==> config.mk <==
export PLATFORM = sky130hd
export DESIGN_NAME = iter_alu_muldiv
export DESIGN_NICKNAME = d
export VERILOG_FILES = /design/src/rtl/iter_alu_muldiv.sv
export SDC_FILE = /design/constraint.sdc
export NUM_CORES = 2
export LEC_CHECK = 0
export BUFFER_PORTS_ARGS = -buffer_cell sky130_fd_sc_hd__clkbuf_2
export CAP_MARGIN = 30
export CELL_PAD_IN_SITES_DETAIL_PLACEMENT = 2
export CELL_PAD_IN_SITES_GLOBAL_PLACEMENT = 2
export CORE_MARGIN = 1.5
export CORE_UTILIZATION = 38
export CTS_BUF_LIST = sky130_fd_sc_hd__clkbuf_4
export DETAILED_ROUTE_END_ITERATION = 6
export PLACE_DENSITY = 0.84
export SYNTH_ARGS = -nofsm -noshare
export SYNTH_HDL_FRONTEND = slang
export SYNTH_SLANG_ARGS = --single-unit
==> constraint.sdc <==
create_clock -name CLK -period 9.4 [get_ports CLK]
set_input_delay 0.47 -clock CLK [delete_from_list [all_inputs] [get_ports CLK]]
set_output_delay 0.47 -clock CLK [all_outputs]
set_load 0.01 [all_outputs]
==> src/rtl/iter_alu_muldiv.sv <==
// Multi-cycle integer ALU: single-cycle logic/shift/compare ops, iterative shift-add multiply and
// restoring divide behind valid/ready handshakes. Define ITER_ALU_FAST_MUL_EN for a one-cycle multiplier.
module iter_alu_muldiv #(
  parameter int XLEN = 64,
  localparam int SHW = $clog2(XLEN)
) (
  input  logic            CLK,
  input  logic            RST_N,
  input  logic            IN_VALID,
  output logic            IN_READY,
  input  logic [XLEN-1:0] X,
  input  logic [XLEN-1:0] Y,
  input  logic [3:0]      OP,
  output logic            OUT_VALID,
  input  logic            OUT_READY,
  output logic [XLEN-1:0] OUTPUT,
  output logic            IS_EQUAL,
  output logic            BUSY
);

  typedef enum logic [3:0] {
    OP_ADD  = 4'd0,  OP_SUB  = 4'd1,  OP_AND  = 4'd2,  OP_OR   = 4'd3,
    OP_XOR  = 4'd4,  OP_SLL  = 4'd5,  OP_SRL  = 4'd6,  OP_SRA  = 4'd7,
    OP_MUL  = 4'd8,  OP_MULH = 4'd9,  OP_DIV  = 4'd10, OP_REM  = 4'd11,
    OP_SLT  = 4'd12, OP_SLTU = 4'd13, OP_DIVU = 4'd14, OP_REMU = 4'd15
  } op_e;

  typedef enum logic [1:0] {S_IDLE, S_MUL, S_DIV, S_DONE} state_e;

  localparam logic [XLEN-1:0] MIN = {1'b1, {(XLEN-1){1'b0}}};

  state_e            state, state_next;
  op_e               op_in, op_q;
  logic              accept, is_mul, is_sdiv, is_div, iter_mul, div_zero, div_ovf, last;
  logic              neg_q, neg_r;
  logic [SHW-1:0]    cnt;
  logic [XLEN-1:0]   a_mag, b_mag, opd, imm_result, iter_result;
  logic [2*XLEN-1:0] acc, mul_next, div_next, mul_prod;
  logic [XLEN:0]     mul_sum, div_sh, div_diff;
  logic              div_ge;

  assign op_in    = op_e'(OP);
  assign accept   = IN_VALID && (state == S_IDLE);
  assign is_mul   = op_in inside {OP_MUL, OP_MULH};
  assign is_sdiv  = op_in inside {OP_DIV, OP_REM};
  assign is_div   = is_sdiv || (op_in inside {OP_DIVU, OP_REMU});
  assign div_zero = (Y == '0);
  assign div_ovf  = is_sdiv && (X == MIN) && (Y == '1);
  assign last     = (cnt == SHW'(XLEN - 1));
  assign a_mag    = ((is_mul || is_sdiv) && X[XLEN-1]) ? -X : X;
  assign b_mag    = ((is_mul || is_sdiv) && Y[XLEN-1]) ? -Y : Y;

`ifdef ITER_ALU_FAST_MUL_EN
  logic signed [2*XLEN-1:0] fast_prod;
  assign fast_prod = $signed({{XLEN{X[XLEN-1]}}, X}) * $signed({{XLEN{Y[XLEN-1]}}, Y});
  assign iter_mul  = 1'b0;
`else
  assign iter_mul  = is_mul;
`endif

  // Results that are ready in the accept cycle (for iterative ops this value is overwritten later).
  always_comb begin
    imm_result = '0;
    case (op_in)
      OP_ADD:  imm_result = X + Y;
      OP_SUB:  imm_result = X - Y;
      OP_AND:  imm_result = X & Y;
      OP_OR:   imm_result = X | Y;
      OP_XOR:  imm_result = X ^ Y;
      OP_SLL:  imm_result = X << Y[SHW-1:0];
      OP_SRL:  imm_result = X >> Y[SHW-1:0];
      OP_SRA:  imm_result = $signed(X) >>> Y[SHW-1:0];
      OP_SLT:  imm_result = XLEN'($signed(X) < $signed(Y));
      OP_SLTU: imm_result = XLEN'(X < Y);
`ifdef ITER_ALU_FAST_MUL_EN
      OP_MUL:  imm_result = fast_prod[XLEN-1:0];
      OP_MULH: imm_result = fast_prod[2*XLEN-1:XLEN];
`endif
      OP_DIV, OP_DIVU: imm_result = div_zero ? '1 : MIN;
      OP_REM, OP_REMU: imm_result = div_zero ? X : '0;
      default: imm_result = '0;
    endcase
  end

  // acc holds {partial product high, multiplier} for MUL and {remainder, dividend/quotient} for DIV.
  assign mul_sum  = {1'b0, acc[2*XLEN-1:XLEN]} + (acc[0] ? {1'b0, opd} : '0);
  assign mul_next = {mul_sum, acc[XLEN-1:1]};
  assign div_sh   = {acc[2*XLEN-1:XLEN], acc[XLEN-1]};
  assign div_diff = div_sh - {1'b0, opd};
  assign div_ge   = ~div_diff[XLEN];
  assign div_next = {div_ge ? div_diff[XLEN-1:0] : div_sh[XLEN-1:0], acc[XLEN-2:0], div_ge};
  assign mul_prod = neg_q ? -mul_next : mul_next;

  always_comb begin
    iter_result = '0;
    case (op_q)
      OP_MUL:          iter_result = mul_prod[XLEN-1:0];
      OP_MULH:         iter_result = mul_prod[2*XLEN-1:XLEN];
      OP_DIV, OP_DIVU: iter_result = neg_q ? -div_next[XLEN-1:0] : div_next[XLEN-1:0];
      default:         iter_result = neg_r ? -div_next[2*XLEN-1:XLEN] : div_next[2*XLEN-1:XLEN];
    endcase
  end

  always_comb begin
    state_next = state;
    IN_READY   = (state == S_IDLE);
    OUT_VALID  = (state == S_DONE);
    BUSY       = (state == S_MUL) || (state == S_DIV);
    case (state)
      S_IDLE: if (accept) begin
        if (iter_mul)                              state_next = S_MUL;
        else if (is_div && !div_zero && !div_ovf) state_next = S_DIV;
        else                                       state_next = S_DONE;
      end
      S_MUL, S_DIV: if (last) state_next = S_DONE;
      S_DONE:       if (OUT_READY) state_next = S_IDLE;
      default:      state_next = S_IDLE;
    endcase
  end

  always_ff @(posedge CLK) begin
    if (!RST_N) state <= S_IDLE;
    else        state <= state_next;
  end

  always_ff @(posedge CLK) begin
    if (!RST_N) begin
      OUTPUT   <= '0;
      IS_EQUAL <= 1'b0;
    end else if (accept) begin
      OUTPUT   <= imm_result;
      IS_EQUAL <= (X == Y);
    end else if ((state == S_MUL || state == S_DIV) && last) begin
      OUTPUT   <= iter_result;
    end
  end

  // NOTE: datapath registers carry no reset; every one is loaded at accept before it is consumed.
  always_ff @(posedge CLK) begin
    if (accept) begin
      op_q  <= op_in;
      cnt   <= '0;
      neg_q <= (is_mul || is_sdiv) && (X[XLEN-1] ^ Y[XLEN-1]);
      neg_r <= is_sdiv && X[XLEN-1];
      opd   <= is_mul ? a_mag : b_mag;
      acc   <= {{XLEN{1'b0}}, is_mul ? b_mag : a_mag};
    end else if (state == S_MUL) begin
      acc <= mul_next;
      cnt <= cnt + 1'b1;
    end else if (state == S_DIV) begin
      acc <= div_next;
      cnt <= cnt + 1'b1;
    end
  end

endmodule

Yosys cells after proc, flatten, opt, wreduce, memory -nomap -nowiden
Cells that the tools add are included.

Register bits after elaboration: 271. Output and inout port bits: 68. Word-level logic and storage cells: 114.

Shifts and indexed selects: 3. $add $sub $neg: 10. Equality and inequality tests: 29. Mux-type cells: 26. Reduce and logical (&&, ||, !) cells: 29. Magnitude comparators: 2. Bitwise operators: 5.

Operator list (count): $mux 64 (12); $pmux 64 s12 (1); $mux 128 (3); $neg 64->64 (4); $pmux 64 s3 (1); $eq 64x64->1 const B (2); $lt 64x64->1 (2); $neg 128->128 (1); $add 64x64->65 (1); $sub 65x64->65 (1); $add 64x64->64 (1); $and 64x64->64 (1); $eq 64x64->1 (1); $logic_not 64->1 (1); $or 64x64->64 (1); $shl 64x6->64 (1); $shr 64x6->64 (1); $sshr 64x6->64 (1); $sub 64x64->64 (1); $xor 64x64->64 (1); $mux 63 (1); $eq 4x4->1 const B (12); $eq 4x3->1 const B (4); $mux 6 (2); 22 further kinds (47).

Logic depth before layout (Yosys ltp)
Depth in word-level cells: 10. Depth in mapped cells: 32. Mapped depth without buffers: 27.

Worst setup path after synthesis
OpenSTA, ideal clock, no wires.

Path kind: register -> register. Start: reg acc[63]. End: reg OUTPUT[62]. Period minus slack after synthesis: 7264 ps. Required time: 9283 ps. Cell stages (with the launch flop): 32. Arrival: 7147 ps. Setup slack: 2136 ps. Cells stage by stage: edfxtp_1 clkbuf_1 inv_1 ha_1 inv_1 fa_1 a211oi_1 o21ai_1 a2111o_1 and4_1 o211ai_2 o2111a_1 nor3_2 inv_2 clkbuf_1 buf_2 buf_1 clkbuf_1 nor2_1 a21oi_1 ha_1 nand2_1 a211o_1 a211o_1 a21oi_1 and4_1 a41oi_1 o21bai_1 or4b_1 nor3_1 mux2_2 o22a_1.

Longest elaborated chain between the ends: 7. Elaborated cells on any way between the ends: 12.

RTL lines: start: declaration (line 38) `logic [2*XLEN-1:0] acc, mul_next, div_next, mul_prod;`; start signal: assignment (line 146) `acc <= {{XLEN{1'b0}}, is_mul ? b_mag : a_mag};`; start signal: assignment (line 148) `acc <= mul_next;`; start signal: assignment (line 151) `acc <= div_next;`; $sub 65x64->65 (line 89) `assign div_diff = div_sh - {1'b0, opd};`; $mux 64 or $not 1->1 (tied branches) (line 91, 90); $neg 64->64, on equally long branches (line 100, 99); $mux 64, on equally long branches (line 100, 99); $pmux 64 s3 (*) (line 96) `case (op_q)`; $mux 64 (*) (line 133) `end else if ((state == S_MUL || state == S_DIV) && last) begin`; $mux 64 (*) (line 130) `end else if (accept) begin`; end signal: assignment (line 131) `OUTPUT <= imm_result;`; end signal: assignment (line 134) `OUTPUT <= iter_result;`; end: declaration (line 16) `output logic [XLEN-1:0] OUTPUT,`.

Every way passes the cells marked *; elsewhere a longest branch is shown, timed or not. The select of a mux whose other input is x is not followed. A chain may end at the register's enable or synchronous reset.

Worst setup path after layout
Same ends and word-level chain as after synthesis.

==> flow_summary_export.csv <==
group,metric,value,unit
cts,cts.path.max_buffers,3,
route,via_per_inst,7.06,
grt,grt_first_pass_wirelength,483,mm
cts,clk-insertion-delay-late,1.02,ns
setup_path,cp_slowest_stage_delay,0.59,ns
timing,fin_crit,8.06,ns
placed_design,io_buffer_count,203,
grt,antenna_found_initial,31,
synthesis,synth-seq-cells,271,
die,rows,136,
die,die_height,375,µm
synthesis,synth_flop_cell,"dfxtp_1",
synthesis,synth_edf_count,134,
power,max-vdd-ir-drop,0.000123,V
layout,layout.nets,7807,
cts,numClockSinks,271,
timing,slew_violations,0,
placed_design,gp_congestion,1.06,
timing,finalSetupTns,0,ns
synthesis,synth-seq-area-share,12.9,%
power,leakage,21.7,nW
setup_path,worstPathArrival,8.94,ns
route,drt-pass1-iter-count,7,
timing,skew,0.139,ns
timing,rsz0062_at_grt,"false",
synthesis,yosysUniqueCellTypes,107,
synthesis,yosysWarnings,0,
setup_path,cp-end-kind,"flip-flop",
synthesis,synthCells,7479,
die,io_pins,204,
timing,setup_slack,1.34,ns
layout,syn_to_final_growth,6.74,%
power,p_per_area,257,nW/µm²
run_status,outcome,"finished clean",
grt,grt_pass1_vias,65700,
cts,clockRootBuffer,"clkbuf_4",
die,design.core.area,137000,µm²
synthesis,avgSynthCellArea,7.02,µm²
timing,max_freq,124,MHz
setup_path,required,10.28,ns
timing,finalCritPeriodShare,85.7,%
cts,cts_tree,"done",
cts,cts_resized,0,
route,via_count,65000,
cts,hold_buffers,2,
cts,cts_max_level,3,
layout,n_fill_cell,16400,
die,start_util,38.2,%
route,ant_nets,0,
timing,setup_viol,0,
cts,postCtsSetupBuffers,0,
cts,numCtsBuffers,75,
placed_design,dp_slack,1.37,ns
setup_path,critPathLaunchType,"flip-flop",
route,wl,342,mm
grt,grt_use_total,46.7,%
setup_path,cp_max_fo,10,
timing,max_slew.worst_pin.slew,1.23,ns
layout,drive_gt1_share,10.5,%
synthesis,syn-num-nets,7952,
route,drtIter0Drc,7253,
placed_design,dp_hpwl,271,mm
flow_run,maxCapViolCount,0,
die,die-area,140000,µm²
synthesis,synthArstFlopShare,0,%
setup_path,crit_slowest_cell,"or4b_1",
cts,clkTransAtPathRegs,0.09,ns
setup_path,timing_worst_setup_path_type,"reg2reg",
grt,gr-total-overflow,0,
route,avgRoutedWirePerCell,37.1,µm
timing,hold_violations,0,
synthesis,syn_area,52500,µm²
worst_hold_path,hp-class,"in2reg",
die,die_x,375,µm
route,drc,0,
grt,grt_max_degree,153,
timing,slew_headroom,17.2,%
## cells by family after synthesis
logic type,after synthesis,share of synthesized area [%]
AO/OA/AOI/OAI,2439,29.9
AND/OR/NAND/NOR,2540,22.2
multiplexers,480,12.1
flip-flops,271,12.9
XOR/XNOR,477,7.96
buffers and inverters,935,6.79
adder cells (fa/ha/maj),337,8.09
## worst paths after layout
path                      to  cells after the start  slack, ns      start
setup / recovery  OUTPUT[62]                     27       1.34    acc[63]
hold / removal    OUTPUT[16]                      3       0.06      RST_N
setup reg to reg  OUTPUT[62]                     27       1.34    acc[63]
hold reg to reg    OUTPUT[4]                      2       0.52  OUTPUT[4]
## through the flow
stage	power [mW]	util, %	cell area [µm²]	cells	hold WS (ns)
after global placement	12.2	40.0	54900	9036	0.458
after floorplan	8.66	-	52500	7479	0.458
after global routing	14.9	40.8	56000	9196	0.0677
after detailed placement	12.5	40.0	54900	9044	0.455
final	14.4	40.8	56000	9207	0.0600
after CTS	13.9	40.7	55900	9181	0.0294
## per-layer routing
metal / GRT usage, % / routed length [µm] / part of all wire (%)
met5: 0 / 45 / 0.013
met4: 34.8 / 29700 / 8.7
met3: 8.33 / 29100 / 8.5
met2: 71.7 / 148000 / 43
met1: 58.4 / 135000 / 40
## Yosys cell counts (112+ instances only)
library cell,instances,share of area (%)
nand3_1,151,1.4
mux2i_1,334,6.4
xor2_1,141,2.4
edfxtp_1,134,7.7
nand4_1,112,1.3
nor2_1,869,6.2
xnor2_1,336,5.6
dfxtp_1,137,5.2
nor3_1,190,1.8
a21oi_1,659,6.3
o21ai_0,605,5.8
nand2_1,761,5.4
ha_1,333,7.9
inv_1,320,2.3
clkbuf_1,491,3.5
mux4_2,121,5.2
## power breakdown
group / switching [mW] / internal, mW
Sequential: 0.740 / 1.76
Clock: 0.668 / 0.584
Combinational: 7.36 / 3.28
Total: 8.77 / 5.62
## cells in the final DEF (no fill, tap or decap), drive strengths merged, types with 39 or more instances in the layout
cell / synthesis / routed
and3: 40 / 40
nor3: 192 / 192
edfxtp: 134 / 134
nand4: 112 / 112
ha: 333 / 333
a31oi: 92 / 92
o21ai: 633 / 633
o31ai: 101 / 101
mux4: 121 / 121
inv: 326 / 328
mux2i: 334 / 334
xor2: 141 / 141
buf: 115 / 183
or3: 72 / 72
nand3: 151 / 151
a221oi: 83 / 83
nand2: 762 / 762
o21bai: 55 / 55
and2: 44 / 44
nor2: 869 / 869
nor4: 84 / 84
a211oi: 103 / 103
a21oi: 661 / 661
a22oi: 69 / 69
or2: 41 / 41
a21o: 83 / 83
o22ai: 47 / 47
xnor2: 336 / 336
clkbuf: 491 / 312
dfxtp: 137 / 137
nand2b: 39 / 39
o211ai: 79 / 79
o221ai: 68 / 68
o21a: 41 / 41
## critical path: cells and delay by family (launching register included)
family,cells,cell delay [ns]
AND/OR/NAND/NOR,6,1.94
adder cells (fa/ha/maj),3,0.92
buffers and inverters,5,0.83
multiplexers,1,0.36
AO/OA/AOI/OAI,12,3.32
flip-flops,1,0.57
## area by class of cell
type                    instances  area (µm²)  area share, %
clock inverters                20         108          0.192
well taps                    1794        2240           4.01
flip-flops and latches        271        6770           12.1
diodes                         21        52.6         0.0938
clock buffers                 115         863           1.54
inverters                     329        1250           2.23
multi-input cells            6273       42300           75.6
repair buffers                384        2410           4.30
## sequential cells by signal, summed over array words and instances (netlist names)
name and flops:
acc 128, OUTPUT 64, opd 64, cnt 6, op_q 4, state 2, IS_EQUAL 1, neg_q 1
neg_r 1
Power figures use the tool's default switching activity.
